### config.mk
export PLATFORM = sky130hd
export DESIGN_NAME = bcd_seg_driver
export DESIGN_NICKNAME = d
export VERILOG_FILES = /design/src/rtl/bcd_seg_driver.sv
export SDC_FILE = /design/constraint.sdc
export NUM_CORES = 1
export LEC_CHECK = 0
export ABC_AREA = 1
export BUFFER_PORTS_ARGS = -buffer_cell sky130_fd_sc_hd__buf_2
export CELL_PAD_IN_SITES_DETAIL_PLACEMENT = 0
export CELL_PAD_IN_SITES_GLOBAL_PLACEMENT = 1
export CORE_ASPECT_RATIO = 1.4
export CORE_MARGIN = 8
export CORE_UTILIZATION = 41
export CTS_CLUSTER_DIAMETER = 40
export DETAILED_ROUTE_END_ITERATION = 8
export GPL_TIMING_DRIVEN = 1
export PLACE_DENSITY = 0.76
export REMOVE_ABC_BUFFERS = 1
export SYNTH_ARGS = -nofsm -noshare
export SYNTH_HDL_FRONTEND = slang
export SYNTH_SLANG_ARGS = --single-unit
export TNS_END_PERCENT = 20
### constraint.sdc
create_clock -name clk -period 1.67 [get_ports clk]
set_input_delay 0.0835 -clock clk [delete_from_list [all_inputs] [get_ports clk]]
set_output_delay 0.0835 -clock clk [all_outputs]
set_load 0.03 [all_outputs]
### src/rtl/bcd_seg_driver.sv
// rtl/bcd_seg_driver.sv - binary to two-digit BCD (shift-add-3) with active-low 7-segment outputs
// One input bit per clock; a one-deep pending slot keeps the latest value offered while busy.
module bcd_seg_driver #(
  parameter int n        = 4,
  parameter bit BLANK_LZ = 1'b0
) (
  input  logic         clk,
  input  logic         nreset,
  input  logic [n-1:0] in_data,
  input  logic         in_valid,
  output logic         in_ready,
  output logic         out_done,
  output logic [3:0]   tens,
  output logic [3:0]   units,
  output logic [6:0]   seg1,
  output logic [6:0]   seg0
);

  localparam logic [1:0] IDLE  = 2'd0;
  localparam logic [1:0] SHIFT = 2'd1;
  localparam logic [1:0] DONE  = 2'd2;
  localparam logic [2:0] N_CNT = 3'(n);

  logic [1:0]   state;
  logic [n-1:0] sr;
  logic [7:0]   bcd;
  logic [2:0]   cnt;
  logic [n-1:0] pend_data;
  logic         pend;
  logic [3:0]   lo_adj;
  logic [3:0]   hi_adj;
  logic [n+7:0] cat;

  function automatic logic [6:0] seg_decode(input logic [3:0] d);
    case (d)
      4'd0:    seg_decode = 7'b1000000;
      4'd1:    seg_decode = 7'b1111001;
      4'd2:    seg_decode = 7'b0100100;
      4'd3:    seg_decode = 7'b0110000;
      4'd4:    seg_decode = 7'b0011001;
      4'd5:    seg_decode = 7'b0010010;
      4'd6:    seg_decode = 7'b0000010;
      4'd7:    seg_decode = 7'b1111000;
      4'd8:    seg_decode = 7'b0000000;
      4'd9:    seg_decode = 7'b0010000;
      default: seg_decode = 7'b1111111;
    endcase
  endfunction

  // Tens nibble never exceeds 6 for n<=6, so no carry out of it is kept.
  always_comb begin
    lo_adj = bcd[3:0];
    hi_adj = bcd[7:4];
    if (lo_adj >= 4'd5) lo_adj = lo_adj + 4'd3;
    if (hi_adj >= 4'd5) hi_adj = hi_adj + 4'd3;
    cat = {hi_adj, lo_adj, sr} << 1;
  end

  always_ff @(posedge clk or negedge nreset) begin
    if (!nreset) begin
      state     <= IDLE;
      sr        <= '0;
      bcd       <= '0;
      cnt       <= '0;
      pend_data <= '0;
      pend      <= 1'b0;
      out_done  <= 1'b0;
      tens      <= '0;
      units     <= '0;
    end else begin
      out_done <= 1'b0;
      case (state)
        IDLE: begin
          if (in_valid) begin
            sr    <= in_data;
            bcd   <= '0;
            cnt   <= N_CNT;
            state <= SHIFT;
          end
        end
        SHIFT: begin
          bcd <= cat[n+7:n];
          sr  <= cat[n-1:0];
          cnt <= cnt - 3'd1;
          if (cnt == 3'd1) state <= DONE;
          if (in_valid) begin
            pend_data <= in_data;
            pend      <= 1'b1;
          end
        end
        DONE: begin
          tens     <= bcd[7:4];
          units    <= bcd[3:0];
          out_done <= 1'b1;
          // A fresh input outranks the buffered one; the buffer is kept for later.
          if (in_valid) begin
            sr    <= in_data;
            bcd   <= '0;
            cnt   <= N_CNT;
            state <= SHIFT;
          end else if (pend) begin
            sr    <= pend_data;
            bcd   <= '0;
            cnt   <= N_CNT;
            pend  <= 1'b0;
            state <= SHIFT;
          end else begin
            state <= IDLE;
          end
        end
        default: state <= IDLE;
      endcase
    end
  end

  assign in_ready = (state == IDLE);
  assign seg0     = seg_decode(units);
  assign seg1     = (BLANK_LZ && tens == 4'd0) ? 7'b1111111 : seg_decode(tens);

endmodule

-- After elaboration in Yosys (flattened, before gate mapping)
Memory sizes are Yosys's and may differ from the RTL's.
Index checks and enable logic that the tools add are counted.
- logic and storage cells: 54
- bits of input ports: 7
- bits in registers: 31
- memories: 2
- output and inout bits: 24
- bits in read-only memories: 224
- equal/unequal tests: 8
- multiplexer cells: 23
- order comparisons: 2
- $add $sub $neg: 3
- reductions and logical operators: 7
- memory list (name ; words ; bits a word ; rd ports ; clocked after Yosys merged registers in ; write ports ; RTL line ; text):
    (no name shown) ; 16 ; 7 ; 1 ; 0 ; 0 ; 35 ; case (d)
    (no name shown) ; 16 ; 7 ; 1 ; 0 ; 0 ; 35 ;
- operator list (operator ; number):
    2-to-1 mux 8 bit ; 3
    one-hot mux 8 bit (3 select lines) ; 1
    2-to-1 mux 4 bit ; 4
    2-to-1 mux 3 bit ; 4
    one-hot mux 4 bit (3 select lines) ; 1
    one-hot mux 3 bit (3 select lines) ; 1
    >= comparator 4 x 3 -> 1 bit (second input constant) ; 2
    inequality test 2 bit (second input constant) ; 4
    one-hot mux 2 bit (3 select lines) ; 1
    AND reduction 3 bit ; 2
    2-to-1 mux 1 bit ; 5
    adder 4 x 2 -> 4 bit (second input constant) ; 1
    2-to-1 mux 2 bit ; 2
    AND reduction 2 bit ; 2
    adder 3 x 2 -> 3 bit (second input constant) ; 1
    equality test 3 x 1 -> 1 bit (second input constant) ; 1
    inequality test 3 bit (second input constant) ; 1
    nonzero test 3 bit ; 1
    subtractor 3 x 1 -> 3 bit (second input constant) ; 1
    equality test 2 x 1 -> 1 bit (second input constant) ; 1
    equality test 2 bit (second input constant) ; 1
    logical NOT 2 bit ; 1
    one-hot mux 1 bit (2 select lines) ; 1
    nonzero test 2 bit ; 1

-- Depth between registers and ports, before layout
Gate-level depths: netlist of the first run.
- depth after elaboration: 3
- depth in mapped cells: 9
- mapped depth without buffers: 9

-- Worst setup path before layout of the first run
OpenSTA, ideal clock, no wires.
- path kind: flip-flop to output port
- from: reg units[0]
- to: out seg0[3]
- cell stages (with the launch flop): 6
- path buffers: 0
- data required time: 1586 ps
- data arrival time: 1794 ps
- path slack: -208 ps
- path through: dfrtp_1 inv_1 ha_1 nand2_1 inv_1 o21ai_0
- word-level cells in the longest chain between the ends: 1
- RTL lines (what ; RTL line ; text):
    from (decl) ; 14 ; output logic [3:0] units,
    from (signal assigned) ; 93 ; units <= bcd[3:0];
    memory (16 x 7 bit) ; - ;
    to (decl) ; 16 ; output logic [6:0] seg0
No other way between the ends.

-- Final worst setup path of the first run
- from: reg tens[0]
- to: out seg1[4]
- word-level cells in the longest chain between the ends: 1
- RTL lines (what ; RTL line ; text):
    from (decl) ; 13 ; output logic [3:0] tens,
    from (signal assigned) ; 92 ; tens <= bcd[7:4];
    memory (16 x 7 bit) ; - ;
    to (decl) ; 15 ; output logic [6:0] seg1,
No other way between the ends.

==> impl_metrics.yaml, run 1 <==
outcome:
  status: "finished, final reports clean"
sta:
  timing.final.hold_violations: 0
  setup_viol: 0
  fin_skew_ns: 0.00179
  worst_pin_slew_ns: 0.693
  worst_slack_ns: 0.121
  rsz0062_at_grt: "false"
  slew_viol_final: 0
  slew_headroom_pct: 53.8
  fin_hold_ws_ns: 0.0967
  max_freq_mhz: 646
  period_needed_ns: 1.55
  post-route-period-util_pct: 92.8
global_routing:
  grt_pass1_wl_um: 7460
  antenna_found_initial: 0
  first_global_vias: 1658
  gr-total-overflow: 0
  grt_max_degree: 32
  grt_use_total_pct: 12.9
placed_design:
  routabilityCongestion: 0.755
  hpwlAfterDp_um: 3290
  placedInstanceArea_mm2: 0.00222
  pre_cts_slack_ns: 0.109
  dp.cells: 363
  io_buffers: 30
layout:
  nets: 337
  final_common_cell: "nand2_1"
  fin_cells: 374
  final_area_mm2: 0.00235
  antenna_cells: 0
  syn2layout_area_growth_pct: 19.1
  final_cell_mix: "nand2_1, o21ai_0, inv_1"
  fill_cells: 503
  layout-drive-gt1-share_pct: 19.0
flow_run:
  maxCapViolCount: 0
worst_hold_path:
  hold_class: "in2reg"
  whs_path_depth: 3
  hold_path_end: "pend_data[0]"
  hp-start: "in_data[0]"
clock_network:
  tritoncts: "built"
  clk_latency_ns: 0.28
  root_buffer: "clkbuf_8"
  cts_made_buffers: 5
  clock-sinks: 31
  path_clk_slew_ns: 0.06
  htreeDepth: 2
  cts_buffer_depth: 2
setup_path:
  reg2reg_from: "state[0]"
  crit_type: "reg2out"
  worstSetupEndpointType: "primary output"
  arrival_ns: 1.47
  critPathRequiredTime_ns: 1.59
  r2r-end: "sr[2]"
  critPathLaunchType: "register"
  r2r_setup_slack_ns: 0.14
  reg2reg_depth: 9
  crit_fanout: 4
drt:
  firstDrtPassIters: 4
  vias_per_cell: 4.63
  drt_iter0_drc: 27
  wire_per_inst_um: 11.2
  ant_nets: 0
  wirelength_um: 4180
  drcViolationCount: 0
  vias: 1731
yosys:
  syn_area_per_cell_um2: 7.39
  synth.distinct_cells: 22
  ys_warn_count: 0
  ys_ff_latch: 31
  synth_seq_area_share_pct: 39.3
  synth_cells: 267
  syn_area_mm2: 0.00197
floorplanning:
  die_w_um: 74.6
  start_util_pct: 41.7
  boundaryPins: 31
  std_cell_rows: 30
  die_area_mm2: 0.00732
  core_mm2: 0.00473
  die_h_um: 98.1
power:
  power_density_mw_per_mm2: 1480
  max-vdd-ir-drop_v: 0.000833
  leakage_nw: 1.30
==> area by class of cell <==
| type | instances | area [um2] | share of cell area, % |
|---|---|---|---|
| timing repair buffer | 40 | 233 | 9.90 |
| multi-input combinational | 194 | 1030 | 43.8 |
| clock buffer | 6 | 82.6 | 3.51 |
| clock inverter | 1 | 5.00 | 0.213 |
| sequential | 31 | 777 | 33.1 |
| inverter | 38 | 143 | 6.07 |
| tap | 64 | 80.1 | 3.41 |
==> worst max-delay path by stage <==
stage             start      end  slack (ns)  depth (start not counted)
2_1_floorplan  units[0]  seg0[3]       -0.21                          5
3_3_place_gp   state[0]   bcd[4]        0.14                          9
3_5_place_dp   state[0]   cnt[0]        0.11                          9
4_1_cts         tens[0]  seg1[3]       0.006                          6
5_1_grt         tens[0]  seg1[5]       0.002                          6
6_report        tens[0]  seg1[4]        0.12                          6
==> synth_stat cells (all sizes together) <==
library cell,number,area share [%]
nand2,86,16
o21ai,39,9.9
inv,38,7.2
dfrtp,31,39
nor2,26,5.7
ha,20,13
nand3,10,3.4
a21oi,8,2.0
buf,3,1.2
nand4,2,0.63
clkbuf,1,0.19
o211ai,1,0.38
o21bai,1,0.38
xor2,1,0.44
==> cell families (layout without fill, tap and decap cells) <==
kind of cell             after synthesis  count (layout)  synth area share (%)
buffers and inverters                 42              85                  8.62
adder cells (fa/ha/maj)               20              20                  12.7
XOR/XNOR                               1               1                 0.444
AND/OR/NAND/NOR                      124             124                  26.3
flip-flops                            31              31                  39.3
AO/OA/AOI/OAI                         49              49                  12.7
==> critical path: stages, from the launching register on <==
cell and delay [ns]:
dfrtp_1 0.39, inv_2 0.08, ha_1 0.21, a21oi_1 0.14, o21ai_0 0.09, o21ai_0 0.07, buf_2 0.21
==> routing by layer <==
metal | share of wire (%) | GRT usage [%] | vias up
met2 | 52 | 23.1 | 36
met5 | 0 | 0 | -
met3 | 6.8 | 4.00 | 8
met1 | 40 | 13.3 | 768
met4 | 1.8 | 4.70 | 0
li1 | - | - | 919
==> repair_timing <==
item / CTS / global route
setup buffers: 0 / 3
hold buffers: 1 / 0
endpoints found under the hold margin: 31 / 0
resized for setup: 2 / 12
endpoints found under the setup margin: 2 / 20
gates cloned: 0 / 0
pin swaps: 0 / 1
==> power breakdown <==
part | total, mW | internal [mW] | switching [mW]
Combinational | 1.78 | 0.597 | 1.19
Clock | 0.585 | 0.323 | 0.262
Sequential | 1.11 | 0.961 | 0.150
Total | 3.48 | 1.88 | 1.60
==> flip-flops by register name, summed over array words and instances (netlist names) <==
register	count
cnt	3
pend	1
pend_data	4
units	4
state	2
out_done	1
sr	4
bcd	8
tens	4
==> per-stage QoR <==
| stage | TNS (ns) | power [mW] | utilization (%) |
|---|---|---|---|
| 6_report | 0 | 3.48 | 49.7 |
| 3_3_place_gp | 0 | 2.86 | 47.0 |
| 3_5_place_dp | 0 | 2.89 | 47.0 |
| 2_1_floorplan | -2.04 | 2.36 | - |
| 4_1_cts | 0 | 3.49 | 49.1 |
| 5_1_grt | 0 | 3.82 | 49.7 |
Power figures use the tool's default switching activity.
==> run 2: changes to the inputs <==
--- a/config.mk
+++ b/config.mk
@@ -5,17 +5,15 @@
 export SDC_FILE = /design/constraint.sdc
 export NUM_CORES = 1
 export LEC_CHECK = 0
-export ABC_AREA = 1
 export BUFFER_PORTS_ARGS = -buffer_cell sky130_fd_sc_hd__buf_2
 export CELL_PAD_IN_SITES_DETAIL_PLACEMENT = 0
 export CELL_PAD_IN_SITES_GLOBAL_PLACEMENT = 1
 export CORE_ASPECT_RATIO = 1.4
-export CORE_MARGIN = 8
-export CORE_UTILIZATION = 41
+export CORE_UTILIZATION = 43
 export CTS_CLUSTER_DIAMETER = 40
 export DETAILED_ROUTE_END_ITERATION = 8
 export GPL_TIMING_DRIVEN = 1
-export PLACE_DENSITY = 0.76
+export PLACE_DENSITY = 0.75
 export REMOVE_ABC_BUFFERS = 1
 export SYNTH_ARGS = -nofsm -noshare
 export SYNTH_HDL_FRONTEND = slang
==> impl_metrics.yaml, run 2 <==
outcome:
  status: "finished, final reports clean"
floorplanning:
  start_util_pct: 45.7
  std_cell_rows: 28
  die_h_um: 82.1
  core_mm2: 0.00431
  die_w_um: 59.2
  boundaryPins: 31
  die_area_mm2: 0.00486
sta:
  timing.final.hold_violations: 0
  period_needed_ns: 1.64
  fin_hold_ws_ns: 0.0323
  worst_slack_ns: 0.0305
  worst_pin_slew_ns: 0.688
  slew_headroom_pct: 54.1
  slew_viol_final: 0
  fin_skew_ns: 0.00947
  max_freq_mhz: 610
  setup_viol: 0
  post-route-period-util_pct: 98.2
  rsz0062_at_grt: "true"
power:
  power_density_mw_per_mm2: 2290
  power_mw: 5.72
  max-vdd-ir-drop_v: 0.00110
  leakage_nw: 1.23
yosys:
  syn_area_mm2: 0.00197
  netlist_top_cells_count: "dfrtp_1, nand2_1, ha_1, inv_1, a21oi_1"
  syn_area_per_cell_um2: 9.30
  ys_ff_latch: 31
  yosysTopAreaCell: "dfrtp_1"
  ys_warn_count: 0
  synth.distinct_cells: 34
  synthFlopType: "dfrtp_1"
  synth_top_area_share_pct: 39.4
  synthTopCellsByArea: "dfrtp_1, ha_1, mux2_2, a21oi_1, nand2_1"
  synth_cells: 212
  synthArstFlopShare_pct: 100
  synth-edff-count: 0
  synth_seq_area_share_pct: 39.4
  synth_most_common_cell: "dfrtp_1"
drt:
  drcViolationCount: 0
  vias: 1635
  drt_iter0_drc: 63
  vias_per_cell: 5.05
  wirelength_um: 4020
  ant_nets: 0
  wire_per_inst_um: 12.4
  firstDrtPassIters: 4
layout:
  largest_register_ffs: 8
  antenna_cells: 0
  largest-register: "bcd"
  final_common_cell: "dfrtp_1"
  final_cell_mix: "dfrtp_1, buf_4, buf_2"
  nets: 290
  syn2layout_area_growth_pct: 26.9
  layout-drive-gt1-share_pct: 36.0
setup_path:
  critPathLaunchType: "register"
  arrival_ns: 1.56
  worstSetupEndpointType: "primary output"
  crit_type: "reg2out"
  crit_fanout: 5
  critPathRequiredTime_ns: 1.59
clock_network:
  path_clk_slew_ns: 0.07
  cts_made_buffers: 5
  tritoncts: "built"
  htreeDepth: 2
  clock-sinks: 31
  cts_buffer_depth: 2
  clk_latency_ns: 0.29
  root_buffer: "clkbuf_8"
flow_run:
  maxCapViolCount: 0
placed_design:
  routabilityCongestion: 0.724
  io_buffers: 30
  pre_cts_slack_ns: 0.0141
  hpwlAfterDp_um: 3040
global_routing:
  first_global_vias: 1602
  grt_max_degree: 32
  grt_use_total_pct: 19.0
  gr-total-overflow: 0
  grt_pass1_wl_um: 6790
  antenna_found_initial: 0
worst_hold_path:
  hold_class: "in2reg"
## run 2: worst paths after layout
kind / startpoint / to / slack [ns] / depth (start not counted)
min reg2reg: bcd[5] / tens[1] / 0.50 / 2
max: units[0] / seg0[3] / 0.03 / 5
min in group asynchronous: nreset / pend_data[3] / 0.36 / 2
max in group asynchronous: nreset / units[0] / 0.82 / 2
max reg2reg: state[0] / cnt[2] / 0.08 / 7
min: in_data[3] / pend_data[3] / 0.03 / 2
## run 2: per-layer routing
layer  vias to the layer above  part of all wire (%)  wire [um]  track usage [%]
li1                        824                     -          -                -
met1                       762                    40       1610             18.1
met2                        38                    54       2190             36.3
met3                        11                   2.9        117             4.36
met4                         0                   2.6        104             10.5
met5                         -                     0          0                0
## run 2: timing repair
item                                    4_1_cts  5_1_grt
endpoints found under the hold margin        31        0
endpoints found under the setup margin        6       22
resized for setup                             5       22
hold buffers                                  1        0
pin swaps                                     2        5
setup buffers                                 2        1
## run 2: critical path, stage by stage (launching register included)
cell and delay, ns:
dfrtp_2 0.43, ha_2 0.17, or2_2 0.28, a21oi_2 0.16, a21oi_1 0.05, buf_2 0.17
## run 2: cell type report
type | instances | area [um2]
inverter | 20 | 76.3
fill | 424 | 1810
tap | 60 | 75.1
clock buffer | 6 | 82.6
multi-input combinational | 153 | 1120
clock inverter | 2 | 35.0
sequential | 31 | 777
timing repair buffer | 52 | 330
## run 2: metrics by stage
stage	TNS, ns	area (um2)	cells	util [%]
finish	0	2500	324	58.0
global route	-0.0827	2500	324	58.0
CTS	0	2450	323	56.8
detailed placement	0	2290	312	53.1
global placement	0	2290	312	53.1
floorplan	-1.82	1930	204	-
## run 2: logic make-up after synthesis
kind of cell | Yosys count | synth area share (%)
xor+xnor | 2 | 0.889
simple gates | 62 | 14.6
fa+ha+maj | 20 | 12.7
mux | 14 | 8.44
flops | 31 | 39.4
compound gates | 55 | 18.1
buf+inv | 28 | 5.90
## run 2: where the power goes
part / internal, mW / switching, mW / total [mW]
clock: 0.482 / 0.288 / 0.770
sequential: 1.04 / 0.246 / 1.29
combinational: 1.57 / 2.09 / 3.66
==> run 3: changes to the inputs <==
--- a/config.mk
+++ b/config.mk
@@ -13,7 +13,9 @@
 export CTS_CLUSTER_DIAMETER = 40
 export DETAILED_ROUTE_END_ITERATION = 8
 export GPL_TIMING_DRIVEN = 1
-export PLACE_DENSITY = 0.75
+export MAX_ROUTING_LAYER = met4
+export PLACE_DENSITY_LB_ADDON = 0.1
+export RECOVER_POWER = 100
 export REMOVE_ABC_BUFFERS = 1
 export SYNTH_ARGS = -nofsm -noshare
 export SYNTH_HDL_FRONTEND = slang
==> impl_metrics.yaml, run 3 (synthesis results as in run 2) <==
clock_network:
  cts_made_buffers: 5
  root_buffer: "clkbuf_8"
  clock-sinks: 31
  path_clk_slew_ns: 0.06
  tritoncts: "built"
  htreeDepth: 2
  clk_latency_ns: 0.27
  cts_buffer_depth: 2
layout:
  layout-drive-gt1-share_pct: 29.8
  syn2layout_area_growth_pct: 25.8
  largest_register_ffs: 8
  nets: 291
  final_cell_mix: "dfrtp_1, buf_4, nand2_1"
  fin_cells: 325
  final_common_cell: "dfrtp_1"
  antenna_cells: 0
  largest-register: "bcd"
setup_path:
  critPathRequiredTime_ns: 1.83
  crit_type: "reg2reg"
  cp_slowest_cell: "dfrtp_1"
  worstSetupEndpointType: "register"
  arrival_ns: 1.79
  crit_family: "flip-flops"
  crit_cells: 5
  critPathLaunchType: "register"
  reg2reg_depth: 5
  slowest_delay_ns: 0.43
  cp_cell_sequence: "ha_4 > nor2b_4 > o21bai_4 > a21boi_4 > mux2_2"
  path_buf_inv: 0
  crit_fanout: 5
floorplanning:
  boundaryPins: 31
  die_h_um: 82.1
  core_mm2: 0.00431
  start_util_pct: 45.7
  die_w_um: 59.2
  die_area_mm2: 0.00486
  std_cell_rows: 28
power:
  power_density_mw_per_mm2: 2240
  leakage_nw: 1.18
  max-vdd-ir-drop_v: 0.00132
drt:
  wirelength_um: 4270
  vias_per_cell: 5.11
  firstDrtPassIters: 4
  drcViolationCount: 0
  vias: 1661
  ant_nets: 0
  wire_per_inst_um: 13.1
  drt_iter0_drc: 52
placed_design:
  io_buffers: 30
  dp.cells: 308
  hpwlAfterDp_um: 3220
  routabilityCongestion: 0.776
global_routing:
  gr-total-overflow: 0
  grt_max_degree: 32
  first_global_vias: 1656
  grt_use_total_pct: 20.2
  grt_pass1_wl_um: 7030
  grt.busiest_layer: "met2"
  grt_util_met2_pct: 38.3
  grt_use_met1_pct: 19.6
  grt.met3_usage_pct: 3.74
  antenna_found_initial: 0
sta:
  post-route-period-util_pct: 97.7
  slew_viol_final: 0
  slew_headroom_pct: 48.0
  max_freq_mhz: 613
  setup_viol: 0
  fin_skew_ns: 0.00270
  rsz0062_at_grt: "true"
  tns_ns: 0
  timing.final.hold_violations: 0
  period_needed_ns: 1.63
  worst_pin_slew_ns: 0.781
flow_run:
  maxCapViolCount: 0
outcome:
  status: "finished, final reports clean"
worst_hold_path:
  hold_class: "in2reg"
  whs_path_depth: 2
## run 3: report_power, final
part	internal (mW)	total (mW)	leakage, nW	switching [mW]
combinational	1.56	3.71	0.736	2.15
clock	0.292	0.549	0.0422	0.257
sequential	1.04	1.30	0.403	0.258
total	2.90	5.56	1.18	2.66
## run 3: stage by stage
step                      instance area (um2)  hold WS (ns)  utilization [%]  setup WS (ns)  total power, mW
after detailed placement                 2260         0.174             52.4        -0.0361             4.73
after global routing                     2480        0.0588             57.5        -0.0373             6.01
after CTS                                2410        0.0484             55.9       -0.00529             5.45
after floorplan                          1930        -0.212                -         -0.316             3.68
final                                    2480        0.0593             57.5         0.0392             5.56
after global placement                   2260         0.158             52.4         0.0386             4.58
## run 3: routing by layer
| metal | up-vias | routed length (um) |
|---|---|---|
| met2 | 39 | 2430 |
| met5 | - | 0 |
| li1 | 826 | - |
| met1 | 794 | 1690 |
| met4 | 0 | 29 |
| met3 | 2 | 128 |
## run 3: cell type report
class | count | area (um2)
clock buffers | 7 | 76.3
inverters | 20 | 76.3
well taps | 60 | 75.1
repair buffers | 53 | 317
multi-input cells | 153 | 1150
clock inverters | 1 | 5.00
flip-flops and latches | 31 | 776
fillers | 403 | 1830
## run 3: final timing paths
check | start | to | slack, ns
max in group asynchronous | nreset | cnt[1] | 0.75
worst min-delay path | in_data[2] | pend_data[2] | 0.06
worst max register to register | state[1] | sr[2] | 0.04
worst min register to register | bcd[5] | tens[1] | 0.48
min in group asynchronous | nreset | state[1] | 0.42
worst max-delay path | state[1] | sr[2] | 0.04
## run 3: repair_timing
item,in CTS,in global routing
buffers inserted,4,4
gates resized for setup,12,16
endpoints found under the setup margin,11,18
hold endpoints to repair,31,0
hold buffers,1,0
pin swaps,1,6
